$ cat src/rtl/unum4_bs_pipe.sv
// unum4_bs_pipe: pipelined barrel shifter with sticky and saturation.
// Shift levels are split across STAGES registers under valid/ready flow.
module unum4_bs_pipe #(
    parameter int DATA_W  = 29,
    parameter int SHIFT_W = 16,
    parameter int STAGES  = 2
) (
    input  logic               clk,
    input  logic               rst_n,
    input  logic               in_valid,
    output logic               in_ready,
    input  logic [DATA_W-1:0]  data_in,
    input  logic [SHIFT_W-1:0] shift,
    input  logic               left_nright,
    input  logic               arith,
    output logic               out_valid,
    input  logic               out_ready,
    output logic [DATA_W-1:0]  data_out,
    output logic               sticky
);
    localparam int LW = $clog2(DATA_W);
    localparam int CW = (SHIFT_W > 7) ? SHIFT_W : 7;

    logic              live_q, live_d;
    logic              adv;
    logic              vld_q  [STAGES];
    logic              vld_d  [STAGES];
    logic [DATA_W-1:0] dat_q  [STAGES];
    logic [DATA_W-1:0] dat_d  [STAGES];
    logic              stk_q  [STAGES];
    logic              stk_d  [STAGES];
    logic [LW-1:0]     amt_q  [STAGES];
    logic [LW-1:0]     amt_d  [STAGES];
    logic              left_q [STAGES];
    logic              left_d [STAGES];
    logic              fill_q [STAGES];
    logic              fill_d [STAGES];

    logic [CW-1:0]     shift_ext;
    logic              sat;
    logic [LW-1:0]     amt0;
    logic              fill0;
    logic [DATA_W-1:0] sat_dat;
    logic              sat_stk;
    logic [DATA_W-1:0] grp_dat;
    logic              grp_stk;

    function automatic int grp_lo(input int s);
        return (s * LW) / STAGES;
    endfunction

    // Applies shift levels lo..hi-1 selected by amount bits a.
    function automatic void shift_grp(
        input  logic [DATA_W-1:0] xi,
        input  logic              si,
        input  logic [LW-1:0]     a,
        input  logic              l,
        input  logic              f,
        input  int                lo,
        input  int                hi,
        output logic [DATA_W-1:0] xo,
        output logic              so
    );
        logic [DATA_W-1:0] ones;
        logic [DATA_W-1:0] m;
        ones = '1;
        xo   = xi;
        so   = si;
        for (int k = 0; k < LW; k++) begin
            if (k >= lo && k < hi && a[k]) begin
                if (l) begin
                    m  = ones >> (1 << k);
                    so = so | (|(xo & ~m));
                    xo = xo << (1 << k);
                end else begin
                    m  = ones << (1 << k);
                    so = so | (|(xo & ~m));
                    xo = (xo >> (1 << k))
                       | (f ? ~(ones >> (1 << k)) : '0);
                end
            end
        end
    endfunction

    assign adv       = ~vld_q[STAGES-1] | out_ready;
    assign in_ready  = live_q & adv;
    assign out_valid = vld_q[STAGES-1];
    assign data_out  = dat_q[STAGES-1];
    assign sticky    = stk_q[STAGES-1];

    always_comb begin
        live_d    = 1'b1;
        shift_ext = CW'(shift);
        sat       = shift_ext >= CW'(DATA_W);
        amt0      = sat ? '0 : shift_ext[LW-1:0];
        fill0     = ~left_nright & arith & data_in[DATA_W-1];
        sat_dat   = fill0 ? '1 : '0;
        // Sign copies are fill, not lost data, for saturated arith shifts.
        sat_stk   = (left_nright | ~arith) ? |data_in
                                           : |data_in[DATA_W-2:0];
        grp_dat   = '0;
        grp_stk   = 1'b0;
        shift_grp(data_in, 1'b0, amt0, left_nright, fill0,
                  grp_lo(0), grp_lo(1), grp_dat, grp_stk);
        for (int s = 0; s < STAGES; s++) begin
            vld_d[s]  = vld_q[s];
            dat_d[s]  = dat_q[s];
            stk_d[s]  = stk_q[s];
            amt_d[s]  = amt_q[s];
            left_d[s] = left_q[s];
            fill_d[s] = fill_q[s];
        end
        if (adv) begin
            vld_d[0]  = in_valid & live_q;
            dat_d[0]  = sat ? sat_dat : grp_dat;
            stk_d[0]  = sat ? sat_stk : grp_stk;
            amt_d[0]  = amt0;
            left_d[0] = left_nright;
            fill_d[0] = fill0;
            for (int s = 1; s < STAGES; s++) begin
                vld_d[s]  = vld_q[s-1];
                amt_d[s]  = amt_q[s-1];
                left_d[s] = left_q[s-1];
                fill_d[s] = fill_q[s-1];
                shift_grp(dat_q[s-1], stk_q[s-1], amt_q[s-1],
                          left_q[s-1], fill_q[s-1],
                          grp_lo(s), grp_lo(s + 1),
                          dat_d[s], stk_d[s]);
            end
        end
    end

    always_ff @(posedge clk or negedge rst_n) begin
        if (!rst_n) begin
            live_q <= 1'b0;
            for (int s = 0; s < STAGES; s++) begin
                vld_q[s]  <= 1'b0;
                dat_q[s]  <= '0;
                stk_q[s]  <= 1'b0;
                amt_q[s]  <= '0;
                left_q[s] <= 1'b0;
                fill_q[s] <= 1'b0;
            end
        end else begin
            live_q <= live_d;
            for (int s = 0; s < STAGES; s++) begin
                vld_q[s]  <= vld_d[s];
                dat_q[s]  <= dat_d[s];
                stk_q[s]  <= stk_d[s];
                amt_q[s]  <= amt_d[s];
                left_q[s] <= left_d[s];
                fill_q[s] <= fill_d[s];
            end
        end
    end
endmodule

$ cat config.mk
export PLATFORM = sky130hd
export DESIGN_NAME = unum4_bs_pipe
export DESIGN_NICKNAME = d
export VERILOG_FILES = /design/src/rtl/unum4_bs_pipe.sv
export SDC_FILE = /design/constraint.sdc
export NUM_CORES = 1
export LEC_CHECK = 0
export CELL_PAD_IN_SITES_DETAIL_PLACEMENT = 0
export CELL_PAD_IN_SITES_GLOBAL_PLACEMENT = 1
export CORE_MARGIN = 10
export CORE_UTILIZATION = 46
export DETAILED_ROUTE_END_ITERATION = 10
export PLACE_DENSITY = 0.85
export SLEW_MARGIN = 20
export SYNTH_ARGS = -nofsm -noshare
export SYNTH_HDL_FRONTEND = slang
export SYNTH_SLANG_ARGS = --single-unit
$ cat constraint.sdc
create_clock -name clk -period 5.4 [get_ports clk]
set_clock_uncertainty 0.2 [all_clocks]
set_input_delay 1.08 -clock clk [delete_from_list [all_inputs] [get_ports clk]]
set_output_delay 1.08 -clock clk [all_outputs]
set_load 0.02 [all_outputs]
==> summary.md, run 1 <==
• simple logic cell fraction of the synthesized area: 0.1785
• final setup violating endpoints: 0
• Final Worst Setup Slack: 1.351 ns
• run status: finished, final reports clean
• number of nets in the finished design: 874
• PostCTS Resize Cnt: 0
• global-route usage over all layers: 0.2354
• half-perimeter wire length after placement: 17.24 mm
• detailed-router iteration count before antenna repair: 6
• actual slew at the worst max-slew pin: 0.9555 ns
• Max-Slew Margin vs Limit: 0.3549
• top post-synthesis cells by count: 78 x nor2_1, 77 x a21oi_1, 73 x o21ai_0, 71 x mux2i_1, 68 x dfrtp_1
• static leakage power: 2.750 nW
• maximum buffer depth of the clock tree: 2
• Num Clock Sinks: 68
• cell types with the largest area share after synthesis: dfrtp_1 26%, mux2i_1 11%, a21oi_1 5.9%
• startpoint type of the worst setup path: input pin
• core region area: 0.01388 mm²
• full die area: 0.01939 mm²
• Die Y: 139.3 µm
• proportion of synthesized area in mux cells: 0.1901
• Area growth, synth to finish: 13.64%
• CTS Hold Buffers Added: 0
• unrepaired setup endpoints after global routing: false
• routed wire length per instance: 23.60 µm
• average cell area after synthesis: 7.967 µm²
• maximum number of pins on one net before global-route repair: 106
• arrival time reported for the critical path endpoint: 4.05 ns
• die boundary width: 139.3 µm
• proportion of layout cells with a drive suffix above 1: 0.08454
• Port Buffer Count: 82
• I/O pin count: 83
• max-slew violation count: 0
• Final Hold Violating Endpoints: 0
• overflow left after global routing: 0
• cell with the most instances after synthesis: nor2_1
• largest vdd supply drop: 0.1455 mV
• clock latency at the later pin of the worst-skew pair: 0.34 ns
• final weighted congestion of routability-driven global placement: 0.9774
• via total after detailed routing: 6,785
• final hold slack: 0.2684 ns
• switching component of the power: 677.7 µW
• portion of total power attributed to the clock network: 0.306
• Starting DRT DRC Count: 1,011
• sequential share of power: 0.370
• Root Driver: clkbuf_16
• Yosys top cell area share: 0.2601
• Initial Util: 0.4712
• number of buffers added by the clock tree synthesis step: 9
• Syn Nets: 872
• internal power: 1.146 mW
• minimum setup slack after placement: 1.093 ns
• share of the yosys chip area belonging to registers: 0.2601
• CTS tree: yes
• H-Tree Depth: 3
• Synth Area in Compound Gates: 0.2810
• post-synth cell types: 60
• TNS Setup: 0 ns
• combinational share of power: 0.324
• area leader, netlist: dfrtp_1
• number of maximum-capacitance violations: 0
• post-CTS repair timing setup buffer count: 0
• Post-Syn Instances: 821
• power per cell area: 245.3 mW/mm²
• Detail Route Antenna Nets: 0
• Tot Pwr: 1.823 mW
• total routed wirelength: 23.79 mm
• required time at the endpoint of the critical path: 5.40 ns
• number of synthesized register bits: 68
• top fanout value on the critical path: 17
• via/cell ratio: 6.731
• number of diodes added for antenna fixing: 0
• most instantiated flip-flop cell in the synthesis netlist: dfrtp_1
• critical path class: in -> reg
• Yosys warning total: 0
• count of flip-flops with a built-in enable after synthesis: 0
• async set-or-reset flop fraction in the synthesized netlist: 1.000
• number of global-route vias before repair: 6,328
• post-layout minimum cycle time: 4.049 ns
• DRC violation count after routing: 0
• category of the worst setup path capture point: flip-flop
• netlist area before placement: 0.006541 mm²
• achievable frequency: 246.9 MHz
• placement row count: 43
• switching share of total power: 0.3717
• Hold/Removal Path Class: reg -> reg
• share of the cycle needed by the critical path after routing: 0.7499
• initial antenna violation count: 1
• clock-pin slew of the registers on the worst-case setup and hold paths: 0.06 ns
• xor and xnor area share after synthesis: 0
• global-route wire length before repair: 37.36 mm
• dominant combinational cell family by area after synthesis: compound AO/OA/AOI/OAI gates
• adder-cell share of the synthesized area: 0
power by group through the flow:
stage | Clock, mW | Sequential (mW) | Combinational, mW
after floorplan | 0 | 0.630 | 0.415
after detailed placement | 0 | 0.681 | 0.583
final | 0.558 | 0.674 | 0.592
after global routing | 0.590 | 0.683 | 0.640
after global placement | 0 | 0.677 | 0.579
after CTS | 0.564 | 0.671 | 0.586
stage by stage:
stage                 util  instances  area, µm²
floorplan                -        821       6541
global placement    0.5141        991       7136
detailed placement  0.5141        991       7136
CTS                 0.5341       1007       7413
global route        0.5355       1008       7433
finish              0.5355       1008       7433
worst max-delay path, stage by stage:
cell,delay (ns)
clkdlybuf4s50_1,0.94
nand2_1,0.51
nor2_2,0.54
buf_4,0.29
mux4_2,0.52
nor2_1,0.10
a211oi_1,0.05
cell usage in the layout, fill, tap and decap left out, types with 4 or more instances in the layout:
| cell | Yosys | final |
|---|---|---|
| a2111oi_0 | 4 | 4 |
| a211oi_1 | 34 | 34 |
| a21boi_0 | 5 | 5 |
| a21o_1 | 7 | 7 |
| a21oi_1 | 77 | 77 |
| a31oi_1 | 16 | 16 |
| and2_1 | 5 | 5 |
| and3_1 | 6 | 6 |
| buf_4 | 30 | 14 |
| clkbuf_16 | 0 | 9 |
| clkdlybuf4s50_1 | 0 | 80 |
| dfrtp_1 | 68 | 66 |
| inv_1 | 7 | 7 |
| mux2_2 | 15 | 15 |
| mux2i_1 | 71 | 71 |
| mux4_1 | 7 | 7 |
| mux4_2 | 8 | 8 |
| nand2_1 | 63 | 63 |
| nand2b_1 | 17 | 16 |
| nand3_1 | 20 | 20 |
| nand3b_1 | 4 | 4 |
| nand4_1 | 8 | 8 |
| nor2_1 | 78 | 78 |
| nor2b_1 | 8 | 7 |
| nor3_1 | 13 | 13 |
| nor4_1 | 13 | 13 |
| o211ai_1 | 18 | 18 |
| o21a_1 | 10 | 10 |
| o21ai_0 | 73 | 73 |
| o221ai_1 | 8 | 8 |
| o22ai_1 | 8 | 8 |
| o311ai_0 | 4 | 4 |
routing by layer:
| metal | GRT usage | vias to the layer above | part of all wire |
|---|---|---|---|
| met5 | 0 | - | 0.00071 |
| li1 | - | 3070 | - |
| met1 | 0.3318 | 3323 | 0.45 |
| met4 | 0.06370 | 2 | 0.019 |
| met2 | 0.3478 | 346 | 0.45 |
| met3 | 0.05784 | 44 | 0.089 |
cell type report:
class	instances	area, µm²
clock inverter	6	48.80
sequential	68	1707
tap	180	225.2
timing repair buffer	97	935.9
multi-input combinational	639	4258
inverter	8	30.03
fill	1352	6447
clock buffer	10	229.0
final timing paths:
check,startpoint,end,slack [ns],depth (start not counted)
max in group asynchronous,rst_n,amt_q[7]$_DFFE_PN0N_,3.39,2
hold reg to reg,vld_q[1]$_DFFE_PN0N_,vld_q[1]$_DFFE_PN0N_,0.27,2
setup reg to reg,left_q[1]$_DFFE_PN0N_,sticky$_DFFE_PN0N_,2.23,6
hold / removal,vld_q[1]$_DFFE_PN0N_,vld_q[1]$_DFFE_PN0N_,0.27,2
min in group asynchronous,rst_n,data_out[27]$_DFFE_PN0N_,0.62,1
setup / recovery,shift[0],dat_q[53]$_DFFE_PN0N_,1.35,7
registers in the layout (all words and copies together), names as in the netlist:
register,count
left_q,1
stk_q,1
dat_q,29
sticky,1
amt_q,3
data_out,29
fill_q,1
live_q,1
out_valid,1
vld_q,1
kinds of logic after synthesis:
group	count (synthesis)
compound gates	292
simple gates	245
buf+inv	114
mux	101
flops	68
other cells	1
No activity file was read; power rests on OpenSTA's default activity.
==> run 2: changes to the inputs <==
--- a/config.mk
+++ b/config.mk
@@ -8,9 +8,9 @@
 export CELL_PAD_IN_SITES_DETAIL_PLACEMENT = 0
 export CELL_PAD_IN_SITES_GLOBAL_PLACEMENT = 1
 export CORE_MARGIN = 10
-export CORE_UTILIZATION = 46
+export CORE_UTILIZATION = 42
 export DETAILED_ROUTE_END_ITERATION = 10
-export PLACE_DENSITY = 0.85
+export PLACE_DENSITY = 0.78
 export SLEW_MARGIN = 20
 export SYNTH_ARGS = -nofsm -noshare
 export SYNTH_HDL_FRONTEND = slang
==> constraint.sdc (replaced) <==
create_clock -name clk -period 3.85 [get_ports clk]
set_clock_uncertainty 0.2 [all_clocks]
set_input_delay 0.77 -clock clk [delete_from_list [all_inputs] [get_ports clk]]
set_output_delay 0.77 -clock clk [all_outputs]
set_load 0.02 [all_outputs]
==> summary.md, run 2 (synthesis results as in run 1) <==
• Final Hold Violating Endpoints: 0, unchanged
• static leakage power: 2.847 nW, +3.5%
• Detail Route Antenna Nets: 0, unchanged
• CTS Hold Buffers Added: 0, unchanged
• Port Buffer Count: 82, unchanged
• Worst R2R Path Depth: 5, -1
• Area growth, synth to finish: 16.45%
• I/O pin count: 83, unchanged
• Tot Pwr: 2.695 mW, +48%
• half-perimeter wire length after placement: 17.44 mm, +1.2%
• PostCTS Resize Cnt: 0, unchanged
• total length of routed met2 wires: 11.55 mm, +9.1%
• Highest Signal Layer: met4
• Hold/Removal Path Class: in -> async
• initial antenna violation count: 0, -1
• sequential cell area: 0.001707 mm², unchanged
• most used cells in the layout excluding fill and tap cells: 80 x clkdlybuf4s50_1, 78 x nor2_1, 77 x a21oi_1, 73 x o21ai_0, 71 x mux2i_1
• Root Driver: clkbuf_16
• via/cell ratio: 6.367, -5.4%
• top fanout value on the critical path: 3, -14
• switching component of the power: 949.8 µW, +40%
• final weighted congestion of routability-driven global placement: 0.9526, -2.5%
• worst r2r dst: sticky$_DFFE_PN0N_
• overflow left after global routing: 0, unchanged
• CTS tree: yes
• die boundary width: 144.8 µm, +4.0%
• Initial Util: 0.4287, -0.04255
• category of the worst setup path capture point: output pin
• power per cell area: 353.8 mW/mm², +44%
• most frequent standard cell in the layout excluding fill and tap cells: clkdlybuf4s50_1
• switching share of total power: 0.3524, -0.01930
• area of combinational cells with multiple inputs: 0.004258 mm², unchanged
• Layout fillers: 1,511, +12%
• Max-Slew Margin vs Limit: 0.3976, +0.04262
• share of the cycle needed by the critical path after routing: 0.8112
• combinational share of power: 0.314, -0.010
• clock-pin slew of the registers on the worst-case setup and hold paths: 0.06 ns, about the same
• startpoint type of the worst setup path: input pin
• sum of routed wire segments on met1: 10.11 mm, -4.7%
• detailed-router iteration count before antenna repair: 5, -1
• cell family with most CP delay: buffers and inverters
• proportion of layout cells with a drive suffix above 1: 0.09988, +0.01534
• arrival time reported for the critical path endpoint: 2.15 ns, -1.90 ns
• critical path's largest stage delay: 0.60 ns, -0.34 ns
• number of nets in the finished design: 887, +1.5%
• portion of total power attributed to the clock network: 0.339, +0.033
• full die area: 0.02097 mm², +8.1%
• post-CTS repair timing setup buffer count: 0, unchanged
• placement row count: 45, +4.7%
• global-route usage over all layers: 0.2298, -0.005567
• sequential share of power: 0.347, -0.023
• TNS Setup: 0 ns, unchanged
• number of maximum-capacitance violations: 0, unchanged
• required time at the endpoint of the critical path: 2.88 ns, -2.52 ns
• H-Tree Depth: 3, unchanged
• DRC violation count after routing: 0, unchanged
• Die Y: 144.8 µm, +4.0%
• largest vdd supply drop: 0.2354 mV, +62%
• internal power: 1.745 mW, +52%
• maximum number of pins on one net before global-route repair: 85, -20%
• via total after detailed routing: 6,698, -1.3%
• final setup violating endpoints: 0, unchanged
• clock latency at the later pin of the worst-skew pair: 0.35 ns, about the same
• routed wire length per instance: 22.86 µm, -3.1%
• reg-to-reg slack, setup: 0.88 ns, -1.35 ns
• total routed wirelength: 24.05 mm, +1.1%
• post-layout minimum cycle time: 3.123 ns
• critical path class: in -> out
• cell occurring most often along the worst timing path: clkdlybuf4s50_1
• Num Clock Sinks: 68, unchanged
• startpoint of the worst-slack reg-to-reg timing path: amt_q[7]$_DFFE_PN0N_
• maximum buffer depth of the clock tree: 2, unchanged
• Starting DRT DRC Count: 703, -30%
• cell with the largest stage delay on the worst path: clkdlybuf4s50_1
• max-slew violation count: 0, unchanged
• sum of buffers and inverters on the critical path: 2, unchanged
• number of buffers added by the clock tree synthesis step: 9, unchanged
• global-route wire length before repair: 37.61 mm, +0.68%
• CP cell instances: clkdlybuf4s50_1 > nand2b_2 > and2_1 > clkdlybuf4s50_1
• unrepaired setup endpoints after global routing: false
• actual slew at the worst max-slew pin: 0.9037 ns, -0.05180 ns
• number of global-route vias before repair: 6,605, +4.4%
• run status: finished, final reports clean
• core region area: 0.01526 mm², +9.9%
• total length of routed met3 wires: 1.628 mm, -23%
• achievable frequency: 320.2 MHz
• number of diodes added for antenna fixing: 0, unchanged
run 2: worst max path at each step:
| stage | from | depth (start not counted) | end |
|---|---|---|---|
| after floorplan | shift[12] | 9 | dat_q[40]$_DFFE_PN0N_ |
| after global placement | shift[12] | 9 | dat_q[45]$_DFFE_PN0N_ |
| after detailed placement | shift[12] | 9 | dat_q[45]$_DFFE_PN0N_ |
| after CTS | out_ready | 4 | in_ready |
| after global routing | shift[12] | 9 | dat_q[45]$_DFFE_PN0N_ |
| final | out_ready | 4 | in_ready |
run 2: metal layers:
metal,vias to the layer above,track usage
met5,-,0
met4,0,0.09415
met3,45,0.04009
met2,326,0.3783
met1,3231,0.2913
li1,3096,-
run 2: final cells by class:
class / instances / area share
inverters: 8 / 0.003942
well taps: 211 / 0.03466
flip-flops and latches: 68 / 0.2240
multi-input cells: 639 / 0.5590
clock buffers: 9 / 0.02957
repair buffers: 110 / 0.1357
clock inverters: 7 / 0.01314
run 2: power by group through the flow:
stage	Combinational (mW)	Clock (mW)	Sequential, mW
floorplan	0.582	0	0.883
global placement	0.833	0	0.938
detailed placement	0.838	0	0.944
CTS	0.842	0.927	0.932
global route	0.917	0.956	0.949
finish	0.846	0.913	0.936
run 2: per-stage QoR:
stage               utilization  instance area (µm²)  std cells  hold slack (ns)  worst slack (ns)
floorplan                     -                 6541        821           0.2300             1.179
global placement         0.4779                 7292       1036           0.2387            0.4469
detailed placement       0.4779                 7292       1036           0.2568            0.4054
CTS                      0.4992                 7617       1052           0.2660            0.7108
global route             0.4992                 7617       1052           0.2923            0.5596
finish                   0.4992                 7617       1052           0.2423            0.7270
==> run 3: changes to the inputs <==
--- a/config.mk
+++ b/config.mk
@@ -8,9 +8,9 @@
 export CELL_PAD_IN_SITES_DETAIL_PLACEMENT = 0
 export CELL_PAD_IN_SITES_GLOBAL_PLACEMENT = 1
 export CORE_MARGIN = 10
-export CORE_UTILIZATION = 42
+export CORE_UTILIZATION = 38
 export DETAILED_ROUTE_END_ITERATION = 10
-export PLACE_DENSITY = 0.78
+export PLACE_DENSITY = 0.74
 export SLEW_MARGIN = 20
 export SYNTH_ARGS = -nofsm -noshare
 export SYNTH_HDL_FRONTEND = slang
==> constraint.sdc (replaced) <==
create_clock -name clk -period 2.55 [get_ports clk]
set_clock_uncertainty 0.2 [all_clocks]
set_input_delay 0.51 -clock clk [delete_from_list [all_inputs] [get_ports clk]]
set_output_delay 0.51 -clock clk [all_outputs]
set_load 0.02 [all_outputs]
==> summary.md, run 3 (synthesis results as in run 1) <==
• number of diodes added for antenna fixing: 0, unchanged
• TNS Setup: 0 ns, unchanged
• via/cell ratio: 6.167, -3.1%
• via total after detailed routing: 7,302, +9.0%
• Worst R2R Path Depth: 8, +3
• Final Hold Violating Endpoints: 0, unchanged
• Detail Route Antenna Nets: 0, unchanged
• global-route wire length before repair: 41.35 mm, +9.9%
• I/O pin count: 83, unchanged
• top fanout value on the critical path: 5, +2
• post-layout minimum cycle time: 2.528 ns
• actual slew at the worst max-slew pin: 0.8628 ns, -0.04084 ns
• required time at the endpoint of the critical path: 2.58 ns, -0.30 ns
• full die area: 0.02286 mm², +9.0%
• unrepaired setup endpoints after global routing: true
• number of maximum-capacitance violations: 0, unchanged
• overflow left after global routing: 0, unchanged
• share of the cycle needed by the critical path after routing: 0.9913
• number of buffers added by the clock tree synthesis step: 9, unchanged
• largest vdd supply drop: 0.3534 mV, +50%
• Starting DRT DRC Count: 672, -4.4%
• startpoint type of the worst setup path: flip-flop
• CTS tree: yes
• final setup violating endpoints: 0, unchanged
• Hold/Removal Path Class: in -> async
• clock latency at the later pin of the worst-skew pair: 0.35 ns, about the same
• initial antenna violation count: 0, unchanged
• routed wire length per instance: 22.85 µm, about the same
• achievable frequency: 395.6 MHz
• switching component of the power: 1.558 mW, +64%
• placement row count: 47, +4.4%
• arrival time reported for the critical path endpoint: 2.55 ns, +0.40 ns
• most used cells in the layout excluding fill and tap cells: 130 x buf_4, 76 x nor2_1, 75 x a21oi_1, 69 x o21ai_0, 68 x clkdlybuf4s50_1
• proportion of layout cells with a drive suffix above 1: 0.2490, +0.1491
• final weighted congestion of routability-driven global placement: 0.9258, -2.8%
• category of the worst setup path capture point: flip-flop
• Port Buffer Count: 82, unchanged
• number of nets in the finished design: 1,010, +14%
• portion of total power attributed to the clock network: 0.314, -0.025
• half-perimeter wire length after placement: 20.44 mm, +17%
• critical path class: reg -> reg
• run status: finished, final reports clean
• Num Clock Sinks: 68, unchanged
• Area growth, synth to finish: 35.88%
• global-route usage over all layers: 0.2311, +0.001309
• die boundary width: 151.2 µm, +4.4%
• post-detailed-placement cell area: 0.008192 mm², +12%
• sequential share of power: 0.319, -0.028
• Initial Util: 0.3917, -0.03703
• core region area: 0.01670 mm², +9.5%
• Die Y: 151.2 µm, +4.4%
• combinational share of power: 0.367, +0.053
• clock-pin slew of the registers on the worst-case setup and hold paths: 0.07 ns, about the same
• internal power: 2.742 mW, +57%
• H-Tree Depth: 3, unchanged
• final non-filler cell area: 0.008889 mm², +17%
• Max-Slew Margin vs Limit: 0.4248, +0.02722
• static leakage power: 3.565 nW, +25%
• total routed wirelength: 27.06 mm, +13%
• number of global-route vias before repair: 7,202, +9.0%
• most frequent standard cell in the layout excluding fill and tap cells: buf_4
• power per cell area: 483.8 mW/mm², +37%
• switching share of total power: 0.3624, +0.009979
• maximum buffer depth of the clock tree: 2, unchanged
• maximum number of pins on one net before global-route repair: 43, -49%
• max-slew violation count: 0, unchanged
• Root Driver: clkbuf_16
• detailed-router iteration count before antenna repair: 6, +1
• DRC violation count after routing: 0, unchanged
==> run 3: cell types whose count changed in the layout (fill, tap and decap cells not counted), sizes merged, moves of 3 or more <==
cell,delta
buf,+122
clkbuf,+3
clkdlybuf4s50,-12
clkinv,-3
clkinvlp,+3
dlygate4sd2,+6
dlymetal6s2s,+6
==> run 3: critical path, cell delays in order (launching register included) <==
cell	delay, ns
dfrtp_2	0.39
buf_12	0.12
buf_4	0.12
nand2b_1	0.25
a31o_2	0.26
nand4_1	0.12
or4_1	0.56
a31oi_1	0.25
o32ai_1	0.13
==> run 3: routing by layer <==
layer,up-vias,GRT usage,wire length [µm]
met3,86,0.04117,1538
li1,3331,-,-
met2,356,0.3807,13080
met5,-,0,0
met1,3529,0.2900,11250
met4,0,0.09913,1196
==> run 3: per-stage QoR <==
step | instances | power, mW | worst slack (ns) | util | hold WS, ns
CTS | 1174 | 4.252 | 0.0004194 | 0.5160 | 0.09364
floorplan | 821 | 2.212 | 0.1388 | - | 0.01441
detailed placement | 1155 | 2.888 | -0.6302 | 0.4905 | 0.2580
global placement | 1155 | 2.873 | -0.6128 | 0.4905 | 0.2402
global route | 1184 | 4.480 | -0.01136 | 0.5322 | 0.1229
finish | 1184 | 4.300 | 0.02217 | 0.5322 | 0.05699
==> run 3: path summary, 6_finish.rpt <==
path / start / endpoint / slack, ns
worst max register to register: left_q[1]$_DFFE_PN0N_ / sticky$_DFFE_PN0N_ / 0.02
min in group clk: data_out[24]$_DFFE_PN0N_ / data_out[24]$_DFFE_PN0N_ / 0.26
worst max-delay path: left_q[1]$_DFFE_PN0N_ / sticky$_DFFE_PN0N_ / 0.02
worst min-delay path: rst_n / data_out[7]$_DFFE_PN0N_ / 0.06
worst min register to register: data_out[24]$_DFFE_PN0N_ / data_out[24]$_DFFE_PN0N_ / 0.26
max in group asynchronous: rst_n / amt_q[7]$_DFFE_PN0N_ / 1.39
==> run 3: final cells by class <==
cell class	count	area [µm²]
Tap cell	220	275.3
Timing Repair Buffer	233	2115
Clock buffer	11	252.7
Sequential cell	68	1707
Multi-Input combinational cell	639	4447
Clock inverter	5	58.81
Fill cell	1584	7812
Inverter	8	33.78
==> run 3: what timing repair did <==
item,in CTS,in global routing
setup endpoints to repair,29,30
hold buffers,0,0
hold endpoints to repair,0,0
resized for setup,32,43
pin swaps,6,15
gates cloned,0,2
setup buffers,3,10
==> run 3: power by group through the flow <==
stage | clock, mW | sequential (mW) | combinational [mW]
after detailed placement | 0 | 1.39 | 1.50
final | 1.35 | 1.37 | 1.58
after global routing | 1.41 | 1.39 | 1.68
after global placement | 0 | 1.38 | 1.49
after CTS | 1.36 | 1.37 | 1.52
after floorplan | 0 | 1.33 | 0.878
